[src/rtl/dmem_pkg.sv]
// Shared constants and encodings for the data memory arbiter.
// Widths, port indices and the lock-owner encoding.
package dmem_pkg;

  localparam int AW = 6;
  localparam int DW = 32;

  localparam logic PORT0 = 1'b0;
  localparam logic PORT1 = 1'b1;

  typedef enum logic [1:0] {
    OWN_P0   = 2'd0,
    OWN_P1   = 2'd1,
    OWN_NONE = 2'd2
  } owner_e;

endpackage

[src/rtl/data_mem_arbiter_rr_arbiter2.sv]
// Two-input round-robin arbiter with bus lock and lock timeout.
// Ports: clk, reset (sync), req[1:0], lock[1:0] in; gnt[1:0] out.
module rr_arbiter2
  import dmem_pkg::*;
#(
  parameter int MAX_LOCK = 8
) (
  input  logic       clk,
  input  logic       reset,
  input  logic [1:0] req,
  input  logic [1:0] lock,
  output logic [1:0] gnt
);

  localparam logic [7:0] MAX_L = 8'(MAX_LOCK);

  logic       last_q, last_d;
  owner_e     owner_q, owner_d;
  logic [7:0] cnt_q, cnt_d;

  logic   own_idx;
  logic   lock_hit;
  logic   win;
  owner_e win_own;

  assign own_idx = (owner_q == OWN_P1);

  // Lock only honoured while the count is below the limit;
  // at the limit the owner competes as a plain requester.
  assign lock_hit = (owner_q != OWN_NONE)
                  && req[own_idx]
                  && (cnt_q < MAX_L);

  always_comb begin
    gnt = 2'b00;
    if (reset) begin
      gnt = 2'b00;
    end else if (lock_hit) begin
      gnt = own_idx ? 2'b10 : 2'b01;
    end else if (req == 2'b11) begin
      gnt = last_q ? 2'b01 : 2'b10;
    end else begin
      gnt = req;
    end
  end

  assign win     = gnt[1];
  assign win_own = win ? OWN_P1 : OWN_P0;

  always_comb begin
    last_d  = last_q;
    owner_d = OWN_NONE;
    cnt_d   = 8'd0;
    if (gnt != 2'b00) begin
      last_d = win;
      if (lock[win]) begin
        owner_d = win_own;
        // Restart at 1 after a timeout re-grant.
        if (owner_q == win_own && cnt_q < MAX_L)
          cnt_d = cnt_q + 8'd1;
        else
          cnt_d = 8'd1;
      end
    end
  end

  always_ff @(posedge clk) begin
    if (reset) begin
      last_q  <= PORT1;
      owner_q <= OWN_NONE;
      cnt_q   <= 8'd0;
    end else begin
      last_q  <= last_d;
      owner_q <= owner_d;
      cnt_q   <= cnt_d;
    end
  end

endmodule

[src/rtl/data_mem_arbiter.sv]
// Shares one single-port data memory between CPU (port 0) and DMA (port 1).
// Ports: reqN/weN/lockN/addrN/wdN in, gntN/rvalidN/rdataN out, mem_* pins.
module data_mem_arbiter
  import dmem_pkg::*;
#(
  parameter int AW       = dmem_pkg::AW,
  parameter int DW       = dmem_pkg::DW,
  parameter int MAX_LOCK = 8
) (
  input  logic          clk,
  input  logic          reset,
  input  logic          req0,
  input  logic          req1,
  input  logic          we0,
  input  logic          we1,
  input  logic          lock0,
  input  logic          lock1,
  input  logic [AW-1:0] addr0,
  input  logic [AW-1:0] addr1,
  input  logic [DW-1:0] wd0,
  input  logic [DW-1:0] wd1,
  output logic          gnt0,
  output logic          gnt1,
  output logic          rvalid0,
  output logic          rvalid1,
  output logic [DW-1:0] rdata0,
  output logic [DW-1:0] rdata1,
  output logic          mem_we,
  output logic [AW-1:0] mem_addr,
  output logic [DW-1:0] mem_wd,
  input  logic [DW-1:0] mem_rd
);

  logic [1:0] gnt_v;

  rr_arbiter2 #(
    .MAX_LOCK(MAX_LOCK)
  ) u_arb (
    .clk  (clk),
    .reset(reset),
    .req  ({req1, req0}),
    .lock ({lock1, lock0}),
    .gnt  (gnt_v)
  );

  assign gnt0 = gnt_v[0];
  assign gnt1 = gnt_v[1];

  // Port 0 drives the bus whenever port 1 is not granted.
  assign mem_addr = gnt1 ? addr1 : addr0;
  assign mem_wd   = gnt1 ? wd1 : wd0;
  assign mem_we   = (gnt0 & we0) | (gnt1 & we1);

  logic          rvalid0_q, rvalid0_d;
  logic          rvalid1_q, rvalid1_d;
  logic [DW-1:0] rdata0_q, rdata0_d;
  logic [DW-1:0] rdata1_q, rdata1_d;

  always_comb begin
    rvalid0_d = gnt0 & ~we0;
    rvalid1_d = gnt1 & ~we1;
    rdata0_d  = rvalid0_d ? mem_rd : rdata0_q;
    rdata1_d  = rvalid1_d ? mem_rd : rdata1_q;
  end

  always_ff @(posedge clk) begin
    if (reset) begin
      rvalid0_q <= 1'b0;
      rvalid1_q <= 1'b0;
      rdata0_q  <= '0;
      rdata1_q  <= '0;
    end else begin
      rvalid0_q <= rvalid0_d;
      rvalid1_q <= rvalid1_d;
      rdata0_q  <= rdata0_d;
      rdata1_q  <= rdata1_d;
    end
  end

  assign rvalid0 = rvalid0_q;
  assign rvalid1 = rvalid1_q;
  assign rdata0  = rdata0_q;
  assign rdata1  = rdata1_q;

endmodule

[config.mk]
export PLATFORM = sky130hd
export DESIGN_NAME = data_mem_arbiter
export DESIGN_NICKNAME = d
export VERILOG_FILES = /design/src/rtl/dmem_pkg.sv /design/src/rtl/data_mem_arbiter_rr_arbiter2.sv /design/src/rtl/data_mem_arbiter.sv
export SDC_FILE = /design/constraint.sdc
export NUM_CORES = 1
export LEC_CHECK = 0
export ABC_AREA = 1
export ABC_CLOCK_PERIOD_IN_PS = 1700
export CORE_MARGIN = 5
export CORE_UTILIZATION = 35
export CTS_BUF_LIST = sky130_fd_sc_hd__clkbuf_8
export DETAILED_ROUTE_END_ITERATION = 7
export PLACE_DENSITY = 0.8
export RECOVER_POWER = 50
export SETUP_SLACK_MARGIN = 0.4
export SYNTH_ARGS = -nofsm -noshare
export SYNTH_HDL_FRONTEND = slang
export SYNTH_HIERARCHICAL = 1
export SYNTH_SLANG_ARGS = --single-unit
export TNS_END_PERCENT = 20
[constraint.sdc]
create_clock -name clk -period 1.7 [get_ports clk]
set_input_delay 0.34 -clock clk [delete_from_list [all_inputs] [get_ports clk]]
set_output_delay 0.34 -clock clk [all_outputs]
set_load 0.005 [all_outputs]
==> results.yml <==
floorplan:
  die-area_um2: 12400
  die_x_um: 111
  dieHeight_um: 111
  io_pins: 223
  placementRows: 37
  coreArea_um2: 10200
  start_util_pct: 35.4
placement:
  gp_congestion: 0.947
  dp_hpwl_um: 10200
  portBuffers: 222
clocking:
  cts_tree: "yes"
  cts.clk_slew.worst_paths_ns: 0.09
  cts.path.max_buffers: 2
  clk-insertion-delay-late_ns: 0.35
  cts.sinks: 77
  h-tree-depth: 3
  cts-buffers-inserted: 9
  postCtsHoldBufs: 0
  cts-root-buf: "clkbuf_8"
global_route:
  grt_pass1_vias: 4461
  grt_pass1_wl_um: 21600
  globalRouteTotalUtil_pct: 21.2
  grt_max_degree: 35
  grt.overflow.total: 0
  antenna_found_initial: 0
logic_synthesis:
  yosys.area.top_type_share_pct: 42.8
  synthArstFlopShare_pct: 0
  ys.flop_type: "dfxtp_1"
  synth_common_cells: "nand2_1 (190), nor2_1 (134), dfxtp_1 (77), nand3_1 (70), inv_1 (44)"
  yosysMostFrequentCell: "nand2_1"
  syn_area_um2: 3600
  synth_warnings: 6
  synth_top_cell_by_area: "dfxtp_1"
  ys_types: 24
  yosys_register_bits: 77
  synthTopCellsByArea: "dfxtp_1 (43%), nand2_1 (20%), nor2_1 (14%)"
  synth_seq_area_share_pct: 42.8
  syn_inst: 571
  syn_area_per_cell_um2: 6.31
  synth_edf_count: 0
worst_setup_path:
  crit_type: "reg -> out"
  end_kind: "output pin"
  cp_max_fo: 6
  ff2ff_setup_slack_ns: -0.31
  cp.required_ns: 1.36
  cp_data_arrival_time_ns: 2.00
  startpoint_type: "flop"
routing:
  drc: 0
  detail_route.wl_per_cell_um: 14.5
  wl_um: 14000
  via_per_inst: 4.66
  initialDrtViolationCount: 264
  drt-pass1-iter-count: 5
  ant_nets: 0
  num_vias: 4517
sta:
  finalHoldViolations: 0
  max_freq_ghz: 0.427
  finalSetupTns_ns: -40.32
  rsz0062_at_grt: "yes"
  fin_crit_sh_pct: 138
  fin_ws_ns: -0.643
  setup_viol: 105
  slew_violations: 0
  period_needed_ns: 2.34
  fin_skew_ns: 0.0135
cells_and_area:
  area_growth_pct: 87.7
  n_fill_cell: 862
  final_nets: 947
  diodes: 0
  layout-drive-gt1-share_pct: 22.3
status:
  failed_checks: "negative setup slack"
  status: "finished, violations left"
min_path:
  hold_path.class: "reg -> reg"
pwr:
  ir_drop_mv: 0.427
  p_leak_nw: 3.26
  power.density_cell_area_nw_per_um2: 685
  power_mw: 4.63
flow_run:
  cap_violations: 0
==> final cells by class <==
| class | count | area, µm² | area share (%) |
|---|---|---|---|
| clock buffer | 9 | 124 | 1.83 |
| sequential | 77 | 1550 | 22.9 |
| multi-input combinational | 416 | 1950 | 28.8 |
| timing repair buffer | 279 | 2700 | 39.9 |
| clock inverter | 6 | 87.6 | 1.30 |
| tap | 136 | 170 | 2.52 |
| inverter | 47 | 189 | 2.79 |
==> critical path, stage by stage, from the launching register on <==
cell and delay [ns]:
dfxtp_2 0.32, nor2_2 0.11, nand3_2 0.12, nor2_4 0.17, nand2_2 0.11, nand2_4 0.10, nand3_4 0.07, clkinv_4 0.09
buf_6 0.11, buf_12 0.10, clkbuf_16 0.14, nand2_2 0.05, nand2_1 0.05, buf_2 0.11
==> layout by cell type (no fill, tap or decap), types with 3 or more instances in the layout <==
cell type          n
buf_12            12
buf_16             3
inv_2              3
nand2_4            8
dfxtp_1           73
nand3_1           67
nand2_1          140
nor2_1           133
nand2_2           43
buf_6             16
buf_4             33
inv_1             42
clkbuf_1           6
clkbuf_2           4
dlygate4sd2_1     29
conb_1             4
clkdlybuf4s25_1   13
clkdlybuf4s50_1  133
nor2_4             3
dfxtp_2            4
buf_2             28
clkbuf_8           9
nand3_2            3
==> layer usage <==
| layer | wire, µm | up-vias | global-route usage [%] |
|---|---|---|---|
| met5 | 0 | - | 0 |
| li1 | - | 2245 | - |
| met4 | 401 | 0 | 8.60 |
| met3 | 1270 | 38 | 9.13 |
| met1 | 5220 | 2032 | 22.7 |
| met2 | 7160 | 202 | 36.7 |
==> kinds of logic after synthesis <==
family | after synthesis | synth area share (%)
AOI/OAI and AO/OA | 4 | 0.729
xor gates and xnor gates | 2 | 0.486
adders and majority gates | 1 | 0.347
buffers and inverters | 81 | 9.76
DFF | 77 | 42.8
other | 1 | 0.104
and+or+nand+nor | 405 | 45.8
==> metrics by stage <==
stage / setup slack [ns] / instances / util (%) / instance area, µm² / hold slack (ns)
after detailed placement: -0.919 / 930 / 60.9 / 6200 / 0.470
after CTS: -0.644 / 958 / 63.5 / 6460 / 0.485
after floorplan: 0.0117 / 574 / - / 3670 / 0.417
after global placement: -0.864 / 930 / 60.9 / 6200 / 0.465
final: -0.643 / 970 / 66.4 / 6760 / 0.477
after global routing: -0.748 / 970 / 66.4 / 6760 / 0.508
==> report_power, final <==
part           switching, mW  internal (mW)
sequential            0.0461           1.89
clock                  0.671          0.822
combinational          0.517          0.685
==> repair_timing <==
| item | in CTS | in global routing |
|---|---|---|
| pin swaps | 19 | 50 |
| resized for setup | 226 | 104 |
| buffers inserted | 10 | 10 |
| cloned | 3 | 2 |
| endpoints found under the hold margin | 0 | 0 |
| endpoints found under the setup margin | 180 | 179 |
==> worst paths after layout <==
path / depth (start not counted) / from / to
max: 13 / u_arb/cnt_q[5] / mem_wd[1]
min: 2 / rdata0[8] / rdata0[8]
max reg2reg: 15 / u_arb/cnt_q[5] / rdata1[27]
min reg2reg: 2 / rdata0[8] / rdata0[8]
==> state kept, by name, indices dropped and copies added (netlist names) <==
signal / flops
rvalid0: 1
u_arb/owner_q: 2
u_arb/last_q: 1
u_arb/cnt_q: 8
rdata0: 32
rvalid1: 1
rdata1: 32
Note: power is estimated with default switching activity, not from simulation.
